$ cat config.mk
export PLATFORM = sky130hd
export DESIGN_NAME = writeback_unit
export DESIGN_NICKNAME = d
export VERILOG_FILES = /design/src/rtl/writeback_unit.sv
export SDC_FILE = /design/constraint.sdc
export NUM_CORES = 1
export LEC_CHECK = 0
export ABC_AREA = 1
export CAP_MARGIN = 0
export CORE_MARGIN = 2
export CORE_UTILIZATION = 49
export CTS_BUF_LIST = sky130_fd_sc_hd__clkbuf_4
export CTS_CLUSTER_SIZE = 40
export DETAILED_ROUTE_END_ITERATION = 8
export HOLD_SLACK_MARGIN = 0.03
export PLACE_DENSITY = 0.83
export SLEW_MARGIN = 20
export SYNTH_ARGS = -nofsm -noshare
export SYNTH_HDL_FRONTEND = slang
export SYNTH_SLANG_ARGS = --single-unit
export TNS_END_PERCENT = 50
$ cat constraint.sdc
create_clock -name clock -period 2.4 [get_ports clock]
set_input_delay 0.48 -clock clock [delete_from_list [all_inputs] [get_ports clock]]
set_output_delay 0.48 -clock clock [all_outputs]
set_load 0.02 [all_outputs]
$ cat src/rtl/writeback_unit.sv
// Writeback unit: W-stage driver for the 32x32 register file write port.
//
// Captures the retiring instruction from M, extracts and extends load data
// from the one-cycle-latency data memory, drives the register file write
// port, provides a one-entry bypass for the register file's registered read
// port, and counts retired instructions.
//
// Ports:
//   clock, reset_n          clock and asynchronous active-low reset
//   in_*                    M-stage instruction fields
//   kill                    flush; drops the instruction entering W
//   mem_rdata               load word, valid in the W cycle of a load
//   rs1_addr, rs2_addr      read addresses presented to the register file
//   rf_addr_rd, rf_data_rd, rf_write_enable   register file write port
//   fwd_rsN_hit/fwd_rsN_data                  bypass for stale read data
//   instret                 retired-instruction count
module writeback_unit #(
    parameter int unsigned INSTRET_WIDTH = 64,
    parameter bit          ENABLE_BYPASS = 1'b1
) (
    input  logic                     clock,
    input  logic                     reset_n,
    input  logic                     in_valid,
    input  logic                     in_reg_write,
    input  logic [4:0]               in_rd,
    input  logic [1:0]               in_wb_sel,
    input  logic [31:0]              in_alu_result,
    input  logic [31:0]              in_pc,
    input  logic [2:0]               in_funct3,
    input  logic                     kill,
    input  logic [31:0]              mem_rdata,
    input  logic [4:0]               rs1_addr,
    input  logic [4:0]               rs2_addr,
    output logic [4:0]               rf_addr_rd,
    output logic [31:0]              rf_data_rd,
    output logic                     rf_write_enable,
    output logic                     fwd_rs1_hit,
    output logic [31:0]              fwd_rs1_data,
    output logic                     fwd_rs2_hit,
    output logic [31:0]              fwd_rs2_data,
    output logic [INSTRET_WIDTH-1:0] instret
);

    localparam logic [1:0] WbAlu  = 2'b00;
    localparam logic [1:0] WbLoad = 2'b01;
    localparam logic [1:0] WbPc4  = 2'b10;
    localparam logic [1:0] WbNone = 2'b11;

    // W-stage registers
    logic                     w_valid_q;
    logic                     w_reg_write_q;
    logic [4:0]               w_rd_q;
    logic [1:0]               w_wb_sel_q;
    logic [31:0]              w_alu_q;
    logic [31:0]              w_pc_q;
    logic [2:0]               w_funct3_q;
    logic [INSTRET_WIDTH-1:0] instret_q;

    // Bypass registers, aligned with the register file's registered read data
    logic        last_we_q;
    logic [4:0]  last_rd_q;
    logic [31:0] last_data_q;
    logic [4:0]  rs1_q;
    logic [4:0]  rs2_q;
    logic        kill_q;

    logic [31:0] load_data;
    logic        load_legal;
    logic        legal_load;
    logic [7:0]  load_byte;
    logic [15:0] load_half;

    always_ff @(posedge clock or negedge reset_n) begin
        if (!reset_n) begin
            w_valid_q     <= 1'b0;
            w_reg_write_q <= 1'b0;
            w_rd_q        <= 5'd0;
            w_wb_sel_q    <= 2'b00;
            w_alu_q       <= 32'd0;
            w_pc_q        <= 32'd0;
            w_funct3_q    <= 3'd0;
            instret_q     <= '0;
            last_we_q     <= 1'b0;
            last_rd_q     <= 5'd0;
            last_data_q   <= 32'd0;
            rs1_q         <= 5'd0;
            rs2_q         <= 5'd0;
            kill_q        <= 1'b0;
        end else begin
            w_valid_q     <= in_valid & ~kill;
            w_reg_write_q <= in_reg_write;
            w_rd_q        <= in_rd;
            w_wb_sel_q    <= in_wb_sel;
            w_alu_q       <= in_alu_result;
            w_pc_q        <= in_pc;
            w_funct3_q    <= in_funct3;
            if (w_valid_q) begin
                instret_q <= instret_q + 1'b1;
            end
            last_we_q     <= rf_write_enable;
            last_rd_q     <= rf_addr_rd;
            last_data_q   <= rf_data_rd;
            rs1_q         <= rs1_addr;
            rs2_q         <= rs2_addr;
            kill_q        <= kill;
        end
    end

    // Load extraction from the word returned by memory
    always_comb begin
        load_byte = mem_rdata[7:0];
        case (w_alu_q[1:0])
            2'd0: load_byte = mem_rdata[7:0];
            2'd1: load_byte = mem_rdata[15:8];
            2'd2: load_byte = mem_rdata[23:16];
            2'd3: load_byte = mem_rdata[31:24];
            default: load_byte = mem_rdata[7:0];
        endcase
        load_half  = w_alu_q[1] ? mem_rdata[31:16] : mem_rdata[15:0];
        load_data  = mem_rdata;
        load_legal = 1'b1;
        case (w_funct3_q)
            3'b000: load_data = {{24{load_byte[7]}}, load_byte};
            3'b100: load_data = {24'd0, load_byte};
            3'b001: load_data = {{16{load_half[15]}}, load_half};
            3'b101: load_data = {16'd0, load_half};
            3'b010: load_data = mem_rdata;
            default: load_legal = 1'b0;
        endcase
    end

    // Only loads can be illegal; other writeback sources ignore funct3
    assign legal_load = (w_wb_sel_q != WbLoad) | load_legal;

    always_comb begin
        rf_data_rd = w_alu_q;
        case (w_wb_sel_q)
            WbAlu:   rf_data_rd = w_alu_q;
            WbLoad:  rf_data_rd = load_data;
            WbPc4:   rf_data_rd = w_pc_q + 32'd4;
            default: rf_data_rd = w_alu_q;
        endcase
    end

    assign rf_addr_rd      = w_rd_q;
    assign rf_write_enable = w_valid_q & w_reg_write_q & (w_wb_sel_q != WbNone)
                           & (w_rd_q != 5'd0) & legal_load;

    // last_we already implies last_rd != 0, so x0 never hits
    assign fwd_rs1_hit  = ENABLE_BYPASS & last_we_q & ~kill_q & (rs1_q == last_rd_q);
    assign fwd_rs2_hit  = ENABLE_BYPASS & last_we_q & ~kill_q & (rs2_q == last_rd_q);
    assign fwd_rs1_data = last_data_q;
    assign fwd_rs2_data = last_data_q;

    assign instret = instret_q;

endmodule

==> impl_metrics.env <==
export IMPL_peakVddDrop_mv=0.344
export IMPL_combinationalPowerShare_pct=28.8
export IMPL_synthToLayoutAreaGrowth_pct=52.2
export IMPL_setup_viol=34
export IMPL_synth_net_count=1326
export IMPL_synth_commonest_cells="370 x nand2_1, 189 x dfrtp_1, 180 x nor2_1, 96 x inv_1, 70 x nand3_1"
export IMPL_ys_seq_area_share_pct=48.9
export IMPL_holdWs_ps=285
export IMPL_synth_edff_count=0
export IMPL_tightestPinTransition_ps=718
export IMPL_cts_htree_levels=4
export IMPL_path_common_cell="buf_4"
export IMPL_wl_met1_um=13100
export IMPL_fin_skew_ps=27.3
export IMPL_num_rows=51
export IMPL_rrSetupSlack_ps=-170
export IMPL_drtIter0Drc=720
export IMPL_path_buf_inv=2
export IMPL_cts_buffers=17
export IMPL_p_leak_nw=6.67
export IMPL_violations="setup timing"
export IMPL_root_buffer="clkbuf_4"
export IMPL_clock_path_buffers=2
export IMPL_rsz0062_at_grt="yes"
export IMPL_crit_path_max_fanout=5
export IMPL_cp_slowest_stage_delay_ps=580
export IMPL_grtUsageTotal_pct=32.4
export IMPL_avgSynthCellArea_sq_um=8.07
export IMPL_finalCritPeriodShare_pct=122
export IMPL_ys_ff_latch=189
export IMPL_switching_share_pct=34.1
export IMPL_cp_data_required_time_ps=1920
export IMPL_grt_ovfl_total=0
export IMPL_final_nets=1725
export IMPL_end_kind="output pin"
export IMPL_synthFlopType="dfrtp_1"
export IMPL_cts_tree="done"
export IMPL_detailroute_wirelength_met3_um=3140
export IMPL_final_layout_size_suffix_gt1_share_pct=26.9
export IMPL_timing_final_ws_setup_ps=-523
export IMPL_critPathArrivalTime_ps=2440
export IMPL_timing_critical_path_cells="buf_4 -> o21ai_1 -> o211ai_1 -> nand2_1 -> a21oi_2 -> buf_4"
export IMPL_met2_length_um=17300
export IMPL_clkTransAtPathRegs_ps=170
export IMPL_routed_wl_um=35100
export IMPL_vias_per_cell=5.23
export IMPL_slew_headroom_pct=51.8
export IMPL_insertion_delay_ps=610
export IMPL_dieArea_sq_um=20900
export IMPL_critPathSlowestCell="o21ai_1"
export IMPL_maxSlewViolCount=0
export IMPL_hold_path_class="input port to flop"
export IMPL_die_h_um=145
export IMPL_crit_type="flop to output pin"
export IMPL_synth_top_cell_area_share_pct=48.9
export IMPL_placedInstanceArea_sq_um=13500
export IMPL_hold_violations=0
export IMPL_globalplace_congestion=0.965
export IMPL_syn_inst=1200
export IMPL_synth_top_area_cell="dfrtp_1"
export IMPL_p_clk_share_pct=22.6
export IMPL_ys_warn_count=0
export IMPL_vias=9825
export IMPL_drc=0
export IMPL_yosysMostFrequentCell="nand2_1"
export IMPL_syn_area_sq_um=9680
export IMPL_p_per_area_nw_per_um2=499
export IMPL_synthArstFlopShare_pct=100
export IMPL_hpwl_um=25100
export IMPL_core_area_sq_um=19400
export IMPL_wire_per_inst_um=18.7
export IMPL_firstDrtPassIters=5
export IMPL_io_buffers=288
export IMPL_route_top_layer_used="met4"
export IMPL_grt_pass1_vias=9762
export IMPL_die_x_um=145
export IMPL_clock_sinks=189
export IMPL_status="complete, but fails checks"
export IMPL_critical_path_top_delay_family="compound AO/OA/AOI/OAI gates"
export IMPL_ant_nets=0
export IMPL_pwr_share_seq_pct=48.6
export IMPL_finalCriticalPeriod_ps=2920
export IMPL_io_pins=289
export IMPL_p_int_mw=4.85
export IMPL_cp_start_kind="flop"
export IMPL_fin_area_sq_um=14700
export IMPL_synth_distinct_cells=43
export IMPL_p_switching_mw=2.51
export IMPL_start_util_pct=49.9
export IMPL_ys_top_cells_by_area="dfrtp_1 49%, nand2_1 14%, nor2_1 7.0%"
export IMPL_antenna_found_initial=2
export IMPL_grt_pass1_wl_um=51300
export IMPL_grt_max_degree=63
export IMPL_drv_cap=0
export IMPL_max_clock_freq_ghz=0.342
==> stage by stage <==
step	worst slack [ps]	util [%]	setup TNS [ps]	cells	total power, mW
global route	-586	76.0	-14280	1879	7.65
CTS	-323	74.6	-9420	1870	7.25
global placement	-594	69.4	-15960	1810	5.41
floorplan	328	-	0	1200	4.40
finish	-523	76.0	-10530	1880	7.36
detailed placement	-643	69.4	-16700	1810	5.44
==> final timing paths <==
kind	from	endpoint	cells past startpoint
setup / recovery	w_alu_q[1]	rf_data_rd[11]	6
hold / removal	rs1_addr[1]	rs1_q[1]	1
setup reg to reg	w_alu_q[1]	fwd_rs1_data[31]	19
hold reg to reg	rf_addr_rd[4]	last_rd_q[4]	0
max in group asynchronous	reset_n	w_funct3_q[1]	3
min in group asynchronous	reset_n	w_pc_q[30]	2
==> kinds of logic (layout without fill, tap and decap cells) <==
logic type	Yosys count	after routing	synth area share, %
buffers and inverters	155	567	7.38
flip-flops	189	189	48.9
adder cells (fa/ha/maj)	5	5	0.646
other	0	3	0
XOR/XNOR	57	57	5.39
AND/OR/NAND/NOR	709	709	32.8
AO/OA/AOI/OAI	85	85	4.94
==> placed cells by master, fill, tap and decap left out, types with 11 or more instances in the layout <==
cell type	n
a21oi_1	20
nand2_1	314
nand2_2	59
nor2_2	28
inv_1	86
nand4_1	15
nand3_2	20
buf_6	40
clkbuf_4	19
nand3_1	52
buf_4	127
clkdlybuf4s50_1	252
dfrtp_1	182
xnor2_1	27
inv_2	13
nor2_4	23
a21oi_2	17
nand2_4	11
xor2_1	27
nor2_1	149
==> layer usage <==
metal  GRT usage, %  vias up
li1               -     4557
met1           38.8     4667
met2           55.2      485
met3           7.78      116
met4           14.9        0
met5              0        -
==> power by group through the flow <==
stage | Clock [mW] | Combinational (mW) | Sequential, mW
after floorplan | 0 | 0.681 | 3.72
after global placement | 0 | 1.80 | 3.61
after detailed placement | 0 | 1.83 | 3.61
after CTS | 1.68 | 2.01 | 3.56
after global routing | 1.83 | 2.23 | 3.59
final | 1.66 | 2.12 | 3.58
==> area by class of cell <==
| cell class | instances | area (sq um) |
|---|---|---|
| multi-input combinational | 856 | 4850 |
| fill | 1381 | 4660 |
| timing repair buffer | 432 | 4160 |
| clock inverter | 13 | 111 |
| antenna | 3 | 7.51 |
| clock buffer | 19 | 143 |
| sequential | 189 | 4740 |
| tap | 265 | 332 |
| inverter | 103 | 397 |
==> timing repair <==
item | CTS | global route
pin swaps | 57 | 32
hold endpoints to repair | 51 | 0
gates cloned | 2 | 0
resized for setup | 364 | 66
hold buffers | 1 | 0
setup endpoints to repair | 35 | 36
setup buffers | 28 | 8
==> registers in the layout, summed over array words and instances, names as in the netlist, 2 cells and up <==
name          flops
rf_addr_rd        5
w_pc_q           32
rs1_q             5
instret          64
fwd_rs1_data     32
w_funct3_q        3
last_rd_q         5
w_alu_q          32
w_wb_sel_q        2
rs2_q             5
No activity file was read; power rests on OpenSTA's default activity.
